[config.mk]
export PLATFORM = sky130hd
export DESIGN_NAME = tdc_multi_flat
export DESIGN_NICKNAME = d
export VERILOG_FILES = /design/src/rtl/tdc_multi_if.sv /design/src/rtl/tdc_multi.sv /design/src/flat_wrapper.sv
export SDC_FILE = /design/constraint.sdc
export NUM_CORES = 1
export LEC_CHECK = 0
export ABC_AREA = 1
export CAP_MARGIN = 10
export CORE_MARGIN = 2
export CORE_UTILIZATION = 57
export CTS_CLUSTER_SIZE = 16
export DETAILED_ROUTE_END_ITERATION = 16
export PLACE_DENSITY = 0.77
export SYNTH_ARGS = -nofsm -noshare
export SYNTH_HDL_FRONTEND = slang
export SYNTH_SLANG_ARGS = --single-unit
[constraint.sdc]
create_clock -name clk -period 2.7 [get_ports clk]
set_clock_uncertainty 0.15 [all_clocks]
set_input_delay 0.54 -clock clk [delete_from_list [all_inputs] [get_ports clk]]
set_output_delay 0.54 -clock clk [all_outputs]
set_load 0.01 [all_outputs]
[src/rtl/tdc_multi_if.sv]
// Record stream from the TDC FIFO head to the downstream correlation logic.
// Show-ahead valid/ready: data is meaningful whenever out_valid is high.
interface tdc_multi_if #(
   parameter int NCH   = 2,
   parameter int CNT_W = 8
);
   logic             out_valid;
   logic             out_ready;
   logic [NCH-1:0]   out_start_mask;
   logic [NCH-1:0]   out_end_mask;
   logic [CNT_W-1:0] out_interval;

   modport master (
      output out_valid,
      output out_start_mask,
      output out_end_mask,
      output out_interval,
      input  out_ready
   );

   modport slave (
      input  out_valid,
      input  out_start_mask,
      input  out_end_mask,
      input  out_interval,
      output out_ready
   );
endinterface

[src/rtl/tdc_multi.sv]
// Multi-channel coarse TDC: rising-edge events on NCH pulse inputs are timed
// against the previous event and queued as {start_mask, end_mask, interval}.
module tdc_multi #(
   parameter int NCH   = 2,
   parameter int CNT_W = 8,
   parameter int DEPTH = 8
) (
   input  logic                     clk,
   input  logic                     rst_n,
   input  logic                     en,
   input  logic [NCH-1:0]           pulse_in,
   tdc_multi_if.master              rec_if,
   output logic [$clog2(DEPTH):0]   fifo_level,
   output logic [15:0]              drop_count
);
   localparam int AW    = $clog2(DEPTH);
   localparam int REC_W = 2 * NCH + CNT_W;
   localparam logic [CNT_W-1:0] MAX = {CNT_W{1'b1}};
   localparam logic [AW:0]      FULL = (AW + 1)'(DEPTH);

   logic [NCH-1:0]   pulse_q;
   logic [NCH-1:0]   last_mask;
   logic [NCH-1:0]   pulse_rise;
   logic [CNT_W-1:0] cnt;
   logic             evt;
   logic             coinc;
   logic             armed;
   logic             rec_vld;
   logic             push;
   logic             pop;
   logic             drop;
   logic [REC_W-1:0] rec;
   logic [REC_W-1:0] head;
   logic [REC_W-1:0] mem [DEPTH];
   logic [AW-1:0]    wr_ptr;
   logic [AW-1:0]    rd_ptr;

   always_comb begin
      pulse_rise = pulse_in & ~pulse_q;
      evt        = en & (|pulse_rise);
      coinc      = $countones(pulse_rise) > 1;
      armed      = cnt != MAX;
      rec_vld    = evt & (coinc | armed);
      // Coincident edges carry no meaningful interval, so report zero.
      rec        = coinc ? {pulse_rise, pulse_rise, {CNT_W{1'b0}}}
                         : {last_mask, pulse_rise, cnt};
      pop        = rec_if.out_valid & rec_if.out_ready;
      push       = rec_vld & ((fifo_level < FULL) | pop);
      drop       = rec_vld & ~push;
   end

   always_ff @(posedge clk or negedge rst_n) begin
      if (!rst_n) begin
         pulse_q   <= '0;
         cnt       <= MAX;
         last_mask <= '0;
      end else begin
         pulse_q <= pulse_in;
         if (!en) begin
            cnt <= MAX;
         end else if (evt) begin
            cnt       <= CNT_W'(1);
            last_mask <= pulse_rise;
         end else if (cnt != MAX) begin
            cnt <= cnt + CNT_W'(1);
         end
      end
   end

   // Storage needs no reset: the head is masked to zero while empty.
   always_ff @(posedge clk) begin
      if (push) begin
         mem[wr_ptr] <= rec;
      end
   end

   always_ff @(posedge clk or negedge rst_n) begin
      if (!rst_n) begin
         wr_ptr     <= '0;
         rd_ptr     <= '0;
         fifo_level <= '0;
         drop_count <= '0;
      end else begin
         if (push) begin
            wr_ptr <= wr_ptr + AW'(1);
         end
         if (pop) begin
            rd_ptr <= rd_ptr + AW'(1);
         end
         case ({push, pop})
            2'b10:   fifo_level <= fifo_level + (AW + 1)'(1);
            2'b01:   fifo_level <= fifo_level - (AW + 1)'(1);
            default: fifo_level <= fifo_level;
         endcase
         if (drop && (drop_count != 16'hFFFF)) begin
            drop_count <= drop_count + 16'd1;
         end
      end
   end

   assign rec_if.out_valid = fifo_level != '0;
   assign head             = rec_if.out_valid ? mem[rd_ptr] : '0;

   assign rec_if.out_start_mask = head[REC_W-1 -: NCH];
   assign rec_if.out_end_mask   = head[CNT_W +: NCH];
   assign rec_if.out_interval   = head[CNT_W-1:0];
endmodule
[src/flat_wrapper.sv]
// flat-port wrapper written by rule: the top's interface ports become plain ports
module tdc_multi_flat 
#(
   parameter int NCH   = 2,
   parameter int CNT_W = 8,
   parameter int DEPTH = 8
)
  (clk, rst_n, en, pulse_in, fifo_level, drop_count, rec_if_out_valid, rec_if_out_start_mask, rec_if_out_end_mask, rec_if_out_interval, rec_if_out_ready);
  tdc_multi_if #(.NCH(NCH), .CNT_W(CNT_W)) rec_if_i ();
  input  logic clk;
  input  logic rst_n;
  input  logic en;
  input  logic [NCH-1:0] pulse_in;
  output logic [$clog2(DEPTH):0] fifo_level;
  output logic [15:0] drop_count;
  output wire logic [$bits(rec_if_i.out_valid)-1:0] rec_if_out_valid;
  output wire logic [$bits(rec_if_i.out_start_mask)-1:0] rec_if_out_start_mask;
  output wire logic [$bits(rec_if_i.out_end_mask)-1:0] rec_if_out_end_mask;
  output wire logic [$bits(rec_if_i.out_interval)-1:0] rec_if_out_interval;
  input wire logic [$bits(rec_if_i.out_ready)-1:0] rec_if_out_ready;
  assign rec_if_out_valid = rec_if_i.out_valid;
  assign rec_if_out_start_mask = rec_if_i.out_start_mask;
  assign rec_if_out_end_mask = rec_if_i.out_end_mask;
  assign rec_if_out_interval = rec_if_i.out_interval;
  assign rec_if_i.out_ready = rec_if_out_ready;
  tdc_multi #(.NCH(NCH), .CNT_W(CNT_W), .DEPTH(DEPTH)) u_core (.clk(clk), .rst_n(rst_n), .en(en), .pulse_in(pulse_in), .rec_if(rec_if_i), .fifo_level(fifo_level), .drop_count(drop_count));
endmodule
==> metrics.md <==
| Metric | Value |
|---|---|
| Status | `finished, final reports clean` |
| HPWL after detailed placement | `9.081 mm` |
| Max-cap violation count | `0` |
| Post-route ant nets | `0` |
| Post-Synthesis Cells | `609` |
| Slew HR | `41.85%` |
| Root Buffer Master | `clkbuf_8` |
| VDD IR max | `487.4 uV` |
| Num CTS Buffers | `17` |
| Via count | `4802` |
| Die area | `11590 um^2` |
| First-pass GRT wire length | `23.93 mm` |
| Tmin final | `2691 ps` |
| Critical path class | `register to register` |
| Post-synthesis sequential area ratio | `62.76%` |
| Routed WL | `15.39 mm` |
| Worst-path fanout max | `4` |
| Commonest non-fill, non-tap cell in the layout | `nand2_1` |
| Routed length per instance | `18.06 um` |
| Initial antenna violation count | `0` |
| Async S/R FF share, synth | `28.36%` |
| Non-filler instance count after layout | `852` |
| DRC viols | `0` |
| PwrDens | `1045 nW/um^2` |
| DR iter-0 viols | `452` |
| Leak | `3.181 nW` |
| GRT Util Overall | `27.45%` |
| TritonRoute pass-1 iters | `5` |
| Sw frac | `35.53%` |
| Crit path capture type | `register` |
| Most frequent cells in the layout | `nand2_1 (116), nor2_1 (107), edfxtp_1 (96), buf_4 (47), o21ai_0 (46)` |
| Register share of total power | `33.0%` |
| Clk network pwr share | `29.5%` |
| Synth unique cells | `40` |
| Cell Chain, Critical Path | `ha_4, nand2_2, nor2_4, nand3_2, nand2_4, nor2_4, inv_2, ha_2, buf_4, nor2_1, nor2_1, nand3_1, nand2_1, nand2_1, nand3_1, o21ai_0` |
| Type of origin of the critical path | `register` |
| Largest net degree at the start of global routing | `39` |
| H-tree levels | `4` |
| Layout cell share with drive strength beyond 1 | `22.77%` |
| Grt ovf | `0` |
| Number of inserted diodes | `0` |
| Switch Pwr | `2.887 mW` |
| Max-slew violations | `0` |
| Via density | `5.636` |
| Yosys reg bits | `134` |
| Mapped Avg Cell Area | `10.06 um^2` |
| Number of global-route vias before repair | `4822` |
| RSZ-0062 raised after global routing | `true` |
| Initial Util | `59.06%` |
| Clock Path Buffers | `2` |
| Worst slew pin tran | `872.2 ps` |
| TritonCTS clock tree | `built` |
| Die Y-Extent | `107.7 um` |
| Critical Path RT | `2930 ps` |
| Slowest CP cell | `dfstp_2` |
| Top_reg_cell synth | `edfxtp_1` |
| Comb pwr share | `37.5%` |
| Final setup viols | `0` |
| GP Congestion | `0.8800` |
| Final Hold Vio Count | `0` |
| Fmax | `0.3716 GHz` |
| IO Pins | `39` |
| Number of flops mapped to enable cells by yosys | `96` |
| HP Class | `register to register` |
| Die W | `107.7 um` |
| Worst skew pair latency | `520 ps` |
| CORE AREA | `10370 um^2` |
| FP Rows | `37` |
| # placed instances | `806` |
| Post-Syn Nets | `622` |
| CP max stage delay | `590 ps` |
| Port Buffers | `38` |
| Int Pwr | `5.240 mW` |
| Synth Warn # | `0` |
| Clock Sinks | `134` |
| Post-Syn Area | `6125 um^2` |
| Worst EP arrival | `2920 ps` |
| Final worst-path cycle share | `99.67%` |
| Area Growth Syn to Fin | `27.01%` |
| Setup slack, reg-to-reg | `9 ps` |
| CTS clk-pin slew, worst paths | `60 ps` |
| Overall Power | `8.127 mW` |
| Fill cells | `678` |
| # nets final | `716` |
-- path summary, 6_finish.rpt --
path | start | to | depth (start not counted)
max | u_core.cnt[1] | u_core.fifo_level[3] | 16
min | u_core.last_mask[0] | u_core.last_mask[0] | 2
max reg2reg | u_core.cnt[1] | u_core.fifo_level[3] | 16
min reg2reg | u_core.last_mask[0] | u_core.last_mask[0] | 2
max in group asynchronous | rst_n | u_core.rd_ptr[0] | 2
min in group asynchronous | rst_n | u_core.drop_count[7] | 2
-- layer usage --
| metal | track usage, % | vias to the layer above | part of all wire [%] |
|---|---|---|---|
| li1 | - | 2250 | - |
| met1 | 34.61 | 2348 | 41 |
| met2 | 47.53 | 176 | 51 |
| met3 | 6.719 | 28 | 6.6 |
| met4 | 7.234 | 0 | 1.6 |
| met5 | 0 | - | 0 |
-- repair_timing --
action,4_1_cts,5_1_grt
hold buffers,1,0
setup endpoints to repair,14,13
pin swaps,0,12
resized for setup,52,49
hold endpoints to repair,29,0
gates cloned,2,1
setup buffers,5,6
-- metrics by stage --
stage	cell area, um^2	setup slack, ps	hold WS (ps)	utilization (%)	setup TNS, ps
after global routing	7779	-102.6	373.4	75.01	-528.9
after detailed placement	6923	-232.1	344.4	66.76	-771.3
after CTS	7676	-60.68	353.0	74.02	-209.9
after floorplan	6125	200.0	94.41	-	0
after global placement	6923	-87.76	328.2	66.76	-130.5
final	7779	8.936	361.9	75.01	0
-- state kept, by name, summed over array words and instances (netlist names) --
register	count
u_core.drop_count	16
u_core.wr_ptr	3
u_core.rd_ptr	3
u_core.mem	96
u_core.pulse_q	2
u_core.last_mask	2
u_core.fifo_level	4
u_core.cnt	8
-- worst max-delay path, delay by kind of cell, from the launching register on --
family / cells / cell delay, ps
adder cells (fa/ha/maj): 2 / 350
flip-flops: 1 / 590
buffers and inverters: 2 / 190
AND/OR/NAND/NOR: 11 / 1180
AO/OA/AOI/OAI: 1 / 120
-- logic make-up after synthesis --
| kind of cell | share of synthesized area, % |
|---|---|
| xor gates and xnor gates | 1.716 |
| AOI/OAI and AO/OA | 8.744 |
| buffers and inverters | 4.310 |
| adders and majority gates | 1.430 |
| DFF | 62.76 |
| and+or+nand+nor | 21.04 |
-- Yosys cell counts, types with 7 or more instances --
cell	count	area share, %
dfrtp_1	30	12
o21ai_0	60	4.9
o211ai_1	12	1.5
ha_1	7	1.4
nand2_1	116	7.1
o22ai_1	12	1.2
xnor2_1	7	1.0
inv_1	39	2.4
nor2_1	121	7.4
dfstp_2	8	3.4
clkbuf_1	11	0.67
edfxtp_1	96	47
nand2_2	9	0.92
nor2_2	7	0.71
nand3_1	27	2.2
-- power groups by stage --
stage	logic [mW]	clock network (mW)	registers, mW
2_1_floorplan	1.55	0	2.68
3_3_place_gp	2.57	0	2.68
3_5_place_dp	2.67	0	2.69
4_1_cts	2.86	2.41	2.67
5_1_grt	3.30	2.52	2.70
6_report	3.05	2.40	2.68
-- cell type report --
type	instances	area (um^2)	share of cell area [%]
sequential	134	3846	49.45
multi-input combinational	412	2122	27.28
timing repair buffer	97	863.3	11.10
clock buffer	19	421.7	5.421
clock inverter	13	195.2	2.509
tap	136	170.2	2.188
inverter	41	160.2	2.059
Power figures use the tool's default switching activity.
